[src/rtl/mac_vector_feeder.sv]
// Operand sequencer for the MAC stage: holds a weight vector and streams
// input vectors against it, capturing one dot product per input vector.
module mac_vector_feeder #(
  parameter int DATA_WIDTH = 8,
  parameter int MAX_LEN    = 8,
  parameter int LEN_W      = $clog2(MAX_LEN + 1)
) (
  input  logic                    clk,
  input  logic                    rst,
  input  logic                    cfg_valid,
  input  logic [LEN_W-1:0]        cfg_len,
  output logic                    cfg_ready,
  input  logic                    w_valid,
  input  logic [DATA_WIDTH-1:0]   w_data,
  output logic                    w_ready,
  input  logic                    x_valid,
  input  logic [DATA_WIDTH-1:0]   x_data,
  output logic                    x_ready,
  output logic                    mac_en,
  output logic                    mac_clr,
  output logic [DATA_WIDTH-1:0]   mac_ain,
  output logic [DATA_WIDTH-1:0]   mac_bin,
  input  logic [3*DATA_WIDTH-1:0] mac_cout,
  output logic                    res_valid,
  output logic [3*DATA_WIDTH-1:0] res_data,
  input  logic                    res_ready
);

  localparam int IW = (MAX_LEN > 1) ? $clog2(MAX_LEN) : 1;

  typedef enum logic [2:0] {
    IDLE,
    LOAD,
    CLR,
    RUN,
    DRAIN,
    RESULT
  } state_t;

  state_t                  state;
  logic [LEN_W-1:0]        len;
  logic [LEN_W-1:0]        idx;
  logic [DATA_WIDTH-1:0]   wbuf [MAX_LEN];
  logic [3*DATA_WIDTH-1:0] res_q;

  logic             cfg_fire;
  logic             w_fire;
  logic             x_fire;
  logic             last;
  logic [LEN_W-1:0] len_sat;

  // cfg_ready is gated by rst so it stays low while reset is held
  assign cfg_ready = !rst &&
                     (state == IDLE || state == CLR ||
                      (state == RUN && idx == '0));
  assign w_ready   = (state == LOAD);
  assign x_ready   = (state == RUN);
  assign mac_clr   = (state == CLR);
  assign res_valid = (state == RESULT);
  assign res_data  = res_q;

  assign cfg_fire = cfg_valid & cfg_ready;
  assign w_fire   = w_valid & w_ready;
  assign x_fire   = x_valid & x_ready;
  assign mac_en   = x_fire;
  assign mac_ain  = mac_en ? wbuf[idx[IW-1:0]] : '0;
  assign mac_bin  = mac_en ? x_data : '0;

  assign last    = (idx == len - LEN_W'(1));
  assign len_sat = (cfg_len > LEN_W'(MAX_LEN)) ?
                   LEN_W'(MAX_LEN) : cfg_len;

  always_ff @(posedge clk) begin
    if (w_fire) begin
      wbuf[idx[IW-1:0]] <= w_data;
    end
  end

  // A new cfg takes precedence over streaming once the vector is idle
  always_ff @(posedge clk or posedge rst) begin
    if (rst) begin
      state <= IDLE;
      len   <= '0;
      idx   <= '0;
      res_q <= '0;
    end else begin
      unique case (state)
        IDLE: begin
          if (cfg_fire) begin
            len   <= len_sat;
            idx   <= '0;
            state <= (len_sat == '0) ? IDLE : LOAD;
          end
        end
        LOAD: begin
          if (w_fire) begin
            if (last) begin
              idx   <= '0;
              state <= CLR;
            end else begin
              idx <= idx + LEN_W'(1);
            end
          end
        end
        CLR: begin
          if (cfg_fire) begin
            len   <= len_sat;
            idx   <= '0;
            state <= (len_sat == '0) ? IDLE : LOAD;
          end else begin
            state <= RUN;
          end
        end
        RUN: begin
          if (cfg_fire) begin
            len   <= len_sat;
            idx   <= '0;
            state <= (len_sat == '0) ? IDLE : LOAD;
          end else if (x_fire) begin
            if (last) begin
              idx   <= '0;
              state <= DRAIN;
            end else begin
              idx <= idx + LEN_W'(1);
            end
          end
        end
        DRAIN: begin
          res_q <= mac_cout;
          state <= RESULT;
        end
        RESULT: begin
          if (res_ready) begin
            state <= CLR;
          end
        end
        default: state <= IDLE;
      endcase
    end
  end

endmodule

[config.mk]
export PLATFORM = sky130hd
export DESIGN_NAME = mac_vector_feeder
export DESIGN_NICKNAME = d
export VERILOG_FILES = /design/src/rtl/mac_vector_feeder.sv
export SDC_FILE = /design/constraint.sdc
export NUM_CORES = 1
export LEC_CHECK = 0
export BUFFER_PORTS_ARGS = -buffer_cell sky130_fd_sc_hd__buf_2
export CORE_AREA = 2 2 108 110
export CTS_CLUSTER_DIAMETER = 200
export DETAILED_ROUTE_END_ITERATION = 10
export DIE_AREA = 0 0 110 112
export HOLD_SLACK_MARGIN = 0.03
export PLACE_DENSITY = 0.69
export SLEW_MARGIN = 20
export SYNTH_ARGS = -nofsm -noshare
export SYNTH_HDL_FRONTEND = slang
export SYNTH_SLANG_ARGS = --single-unit
[constraint.sdc]
create_clock -name clk -period 5.5 [get_ports clk]
set_clock_uncertainty 0.1 [all_clocks]
set_input_delay 0.55 -clock clk [delete_from_list [all_inputs] [get_ports clk]]
set_output_delay 0.55 -clock clk [all_outputs]
set_load 0.05 [all_outputs]
=== Word level (Yosys, flattened, before mapping) ===
Memories as Yosys holds them, arrays and structs flattened.
Index checks and enable logic that the tools add are counted.

* Equal/unequal tests: 13
* $add $sub $neg: 2
* Shifts and indexed selects: 0
* Bitwise logic cells: 3
* Reduce and logical (&&, ||, !) cells: 14
* Multipliers: 0
* Order comparisons: 1
* Mux-type cells: 21
* Div/mod/pow operators: 0

{| class="wikitable"
|+ Operators by type and width
! kind !! number
|-
| $mux W4 || 6
|-
| $mux W3 || 7
|-
| $pmux W3 S6 || 1
|-
| $mux W8 || 2
|-
| $pmux W4 S3 || 1
|-
| $logic_not A4 Y1 || 2
|-
| $ne A2 B1 Y1 const B || 4
|-
| $eq A3 B2 Y1 const B || 2
|-
| $eq A3 B3 Y1 const B || 2
|-
| $ne A3 B1 Y1 const B || 2
|-
| $reduce_and A6 Y1 || 1
|-
| $add A4 B1 Y4 const B || 1
|-
| $eq A4 B4 Y1 || 1
|-
| $gt A4 B4 Y1 const B || 1
|-
| $reduce_and A4 Y1 || 1
|-
| $sub A4 B1 Y4 const B || 1
|-
| $and A1 B1 Y1 || 3
|-
| $eq A3 B1 Y1 const B || 1
|-
| $logic_not A3 Y1 || 1
|-
| $mux W1 || 3
|-
| $reduce_bool A3 Y1 || 1
|-
| $reduce_or A3 Y1 || 1
|-
| $logic_and A1 B1 Y1 || 2
|-
| $logic_or A1 B1 Y1 || 2
|-
| other kinds (5) || 5
|}

* Memory bits (writable): 64
* Memory bits (read-only): 0
* Latch bits: 0
* Output and inout port bits: 46
* Register bits after elaboration: 35
* Memories kept: 1
* Logic and storage cells: 59
* Input bits: 50

{| class="wikitable"
|+ Memories
! memory !! depth !! width !! rd ports !! clocked after Yosys merged registers in !! wr ports !! RTL line !! text
|-
| wbuf || 8 || 8 || 1 || 0 || 1 || 43 || <nowiki>logic [DATA_WIDTH-1:0] wbuf [MAX_LEN];</nowiki>
|}

=== Logic depth before layout (Yosys ltp) ===
* Depth after elaboration: 7
* Gate-level depth with buffers: 9
* Gate-level depth less buffers: 7

=== Least setup slack after synthesis ===
Ideal clock, no wire load.

* Kind: register -> output
* Start point: register idx[0]
* End point: output port cfg_ready
* Setup slack: 2.315 ns
* Cell stages (with the launch flop): 8
* Arrival time: 2.535 ns
* Required time: 4.850 ns
* Path buffers: 2
* Cell sequence: dfrtp_1 > buf_4 > buf_4 > clkinv_1 > ha_1 > nor3b_2 > nand2_1 > a211oi_1

* Word-level cells in the longest chain between the ends: 4

{| class="wikitable"
|+ Ends and longest elaborated chain
! item !! RTL line !! text
|-
| start, declared || 42 || <nowiki>logic [LEN_W-1:0] idx;</nowiki>
|-
| start signal, assigned || 101 || <nowiki>idx <= idx + LEN_W'(1);</nowiki>
|-
| start signal, assigned || 124 || <nowiki>idx <= idx + LEN_W'(1);</nowiki>
|-
| $logic_not A4 Y1 || 55 || <nowiki>(state == RUN && idx == '0));</nowiki>
|-
| $logic_and A1 B1 Y1 || 55 ||
|-
| $logic_or A1 B1 Y1 || 54 || <nowiki>(state == IDLE || state == CLR ||</nowiki>
|-
| $logic_and A1 B1 Y1 || 53 || <nowiki>assign cfg_ready = !rst &&</nowiki>
|-
| end, declared || 12 || <nowiki>output logic cfg_ready,</nowiki>
|}

No other way between the ends.

=== Final worst setup path ===
* Start point: register idx[1]
* End point: output port cfg_ready

The elaborated chain is that of the path after synthesis.

==> flow_metrics.tcl <==
set metrics [dict create \
    crit_chain "clkinv_1, ha_1, nor3b_2, nand2_1, a211oi_1, buf_2" \
    p_comb_share_pct 42.1 \
    pin_count 96 \
    timing.hold.ws_ns 0.3346 \
    drt_wl_total_um 8645 \
    drive_above_1_share_pct 40.20 \
    hold_path_depth 2 \
    synthDistinctLibCells 52 \
    power.share.clock_pct 21.0 \
    period_needed_ns 3.665 \
    rows 39 \
    grt_pass1_wl_um 13520 \
    start_kind "register" \
    vias 2765 \
    grt_pass1_vias 2705 \
    worst_path_dominant_cell_family "flip-flops" \
    tightest_slew_ns 1.101 \
    area_delta_synth_final_pct 20.77 \
    r2r_slack_ns 2.36 \
    crit_end "cfg_ready" \
    slowest_delay_ns 1.07 \
    critPathBufInv 2 \
    drv_cap 0 \
    post_cts_buffers 0 \
    htreeDepth 3 \
    r2r_start "idx[1]" \
    powerDensity_nw_per_um2 566.5 \
    startpoint "idx[1]" \
    slew_headroom_pct 26.63 \
    setup_slack_ns 1.835 \
    cts_tree "yes" \
    cp.required_ns 4.85 \
    grt_overflow 0 \
    worstSetupEndpointType "output port" \
    total_power_mw 2.971 \
    yosysSeqAreaShare_pct 64.42 \
    clock_latency_ns 0.34 \
    antenna_found_initial 0 \
    die_h_um 112 \
    mostFrequentLayoutCells "buf_2, edfxtp_1, dfrtp_1" \
    leakage_nw 2.130 \
    clkTransAtPathRegs_ns 0.07 \
    fin_crit_sh_pct 66.63 \
    finalSetupTns_ns 0 \
    rsz0062_at_grt "no" \
    routabilityCongestion 0.8283 \
    internal_power_mw 1.689 \
    critPathKind "reg -> out" \
    antenna_cells 0 \
    status "completed" \
    antenna_left 0 \
    drt-vias-per-instance 5.064 \
    avgRoutedWirePerCell_um 15.83 \
    syn_area_um2 4343 \
    synth_edf_count 64 \
    worst_path_max_delay_cell "dfrtp_1" \
    core_um2 11170 \
    clockRootBuffer "clkbuf_16" \
    synthCells 304 \
    cp.depth 6 \
    finalHoldViolations 0 \
    first_pass_iters 4 \
    async_reset_ff_share_pct 35.35 \
    drcViolationCount 0 \
    numCtsBuffers 9 \
    ys_warn_count 0 \
    pre_cts_ws_ns 2.195 \
    power_frac_seq_pct 36.9 \
    cp_max_fo 26 \
    num-fill-cells 976 \
    hold_path_class "in -> reg" \
    numPortBuffers 95 \
    fp.dieArea_um2 12320 \
    min_from "mac_cout[14]" \
    initial_core_util_pct 38.86 \
    layout_commonest_cell "buf_2" \
    synth_nets 357 \
    track_usage_pct 14.50 \
    p_sw_share_pct 43.15 \
    ctsResizeCount 0 \
    vdd_drop_max_mv 0.4001 \
    crit_arrival_ns 3.01 \
    avgSynthCellArea_um2 14.29 \
    die_w_um 110 \
    ys.flop_type "edfxtp_1" \
    switchingPower_mw 1.282 \
    fmax_mhz 272.9 \
    grt_max_degree 33 \
    synth-seq-cells 99 \
    worst-r2r-cell-count 7 \
    dp_hpwl_um 5917 \
    clk_path_buf_depth 2 \
    setup_viol 0 \
    nets 451 \
    drv_slew 0 \
    cts_sinks 99 \
    r2r-end "state[2]" \
    drtIter0Drc 200 \
]
sequential cells by signal, indices dropped and copies added, names as in the netlist:
register  flops
wbuf         64
len           4
res_data     24
state         3
idx           4
how the worst min path moves through the flow:
| stage | end |
|---|---|
| after global routing | res_data[14] |
| final | res_data[14] |
| after global placement | state[0] |
| after CTS | res_data[14] |
| after floorplan | len[3] |
| after detailed placement | state[0] |
power groups by stage:
stage / Sequential, mW / Clock, mW / Combinational [mW]
final: 1.10 / 0.624 / 1.25
after CTS: 1.10 / 0.640 / 1.26
after floorplan: 1.33 / 0 / 0.791
after detailed placement: 1.12 / 0 / 1.26
after global routing: 1.13 / 0.669 / 1.36
after global placement: 1.11 / 0 / 1.24
timing repair:
item	in CTS	in global routing
hold endpoints to repair	3	0
endpoints found under the setup margin	0	0
hold buffers	1	0
cells in the mapped netlist (6+ instances only):
cell type / n / share of area, %
nor2_1: 14 / 1.2
nor3_1: 10 / 1.2
dfrtp_1: 35 / 20
buf_4: 6 / 1.0
and3_1: 10 / 1.4
inv_1: 9 / 0.78
nand3_1: 6 / 0.69
mux2i_1: 8 / 1.8
mux2_2: 28 / 7.3
o21ai_0: 8 / 0.92
nand2_1: 24 / 2.1
a21oi_1: 11 / 1.3
mux4_2: 8 / 4.1
edfxtp_1: 64 / 44
worst reg2reg max path, cell delays in order, from the launching register on:
cell	delay (ns)
dfrtp_1	1.07
clkinv_1	0.57
ha_1	0.34
nor3b_2	0.17
nand2_1	0.15
nand3_1	0.09
a311o_1	0.38
a21boi_2	0.16
kinds of logic (layout without fill, tap and decap cells):
logic type / count (synthesis) / count (layout) / synth area share (%)
adders and majority gates: 3 / 3 / 0.8644
buffers and inverters: 27 / 126 / 3.313
muxes: 44 / 44 / 13.25
xor gates and xnor gates: 6 / 6 / 1.210
DFF: 99 / 99 / 64.42
and+or+nand+nor: 82 / 82 / 9.623
AOI/OAI and AO/OA: 43 / 43 / 7.318
area by class of cell:
class	instances	area (um^2)	share of cell area (%)
clock inverters	7	77.57	1.479
inverters	11	41.29	0.7872
multi-input cells	178	1416	27.00
clock buffers	9	225.2	4.294
repair buffers	99	508.0	9.685
well taps	143	178.9	3.411
flip-flops and latches	99	2798	53.34
stage by stage:
step / utilization (%) / instances / area (um^2)
detailed placement: 44.09 / 529 / 4927
floorplan: - / 304 / 4343
finish: 46.94 / 546 / 5245
CTS: 46.89 / 546 / 5240
global placement: 44.09 / 529 / 4927
global route: 46.94 / 546 / 5245
metal layers:
layer | share of wire, % | vias to the layer above | GRT usage, % | wire length (um)
li1 | - | 1324 | - | -
met1 | 42 | 1330 | 19.43 | 3627
met2 | 49 | 97 | 23.07 | 4214
met3 | 7.8 | 14 | 3.571 | 677
met4 | 1.4 | 0 | 4.726 | 125
met5 | 0 | - | 0 | 0
No activity file was read; power rests on OpenSTA's default activity.
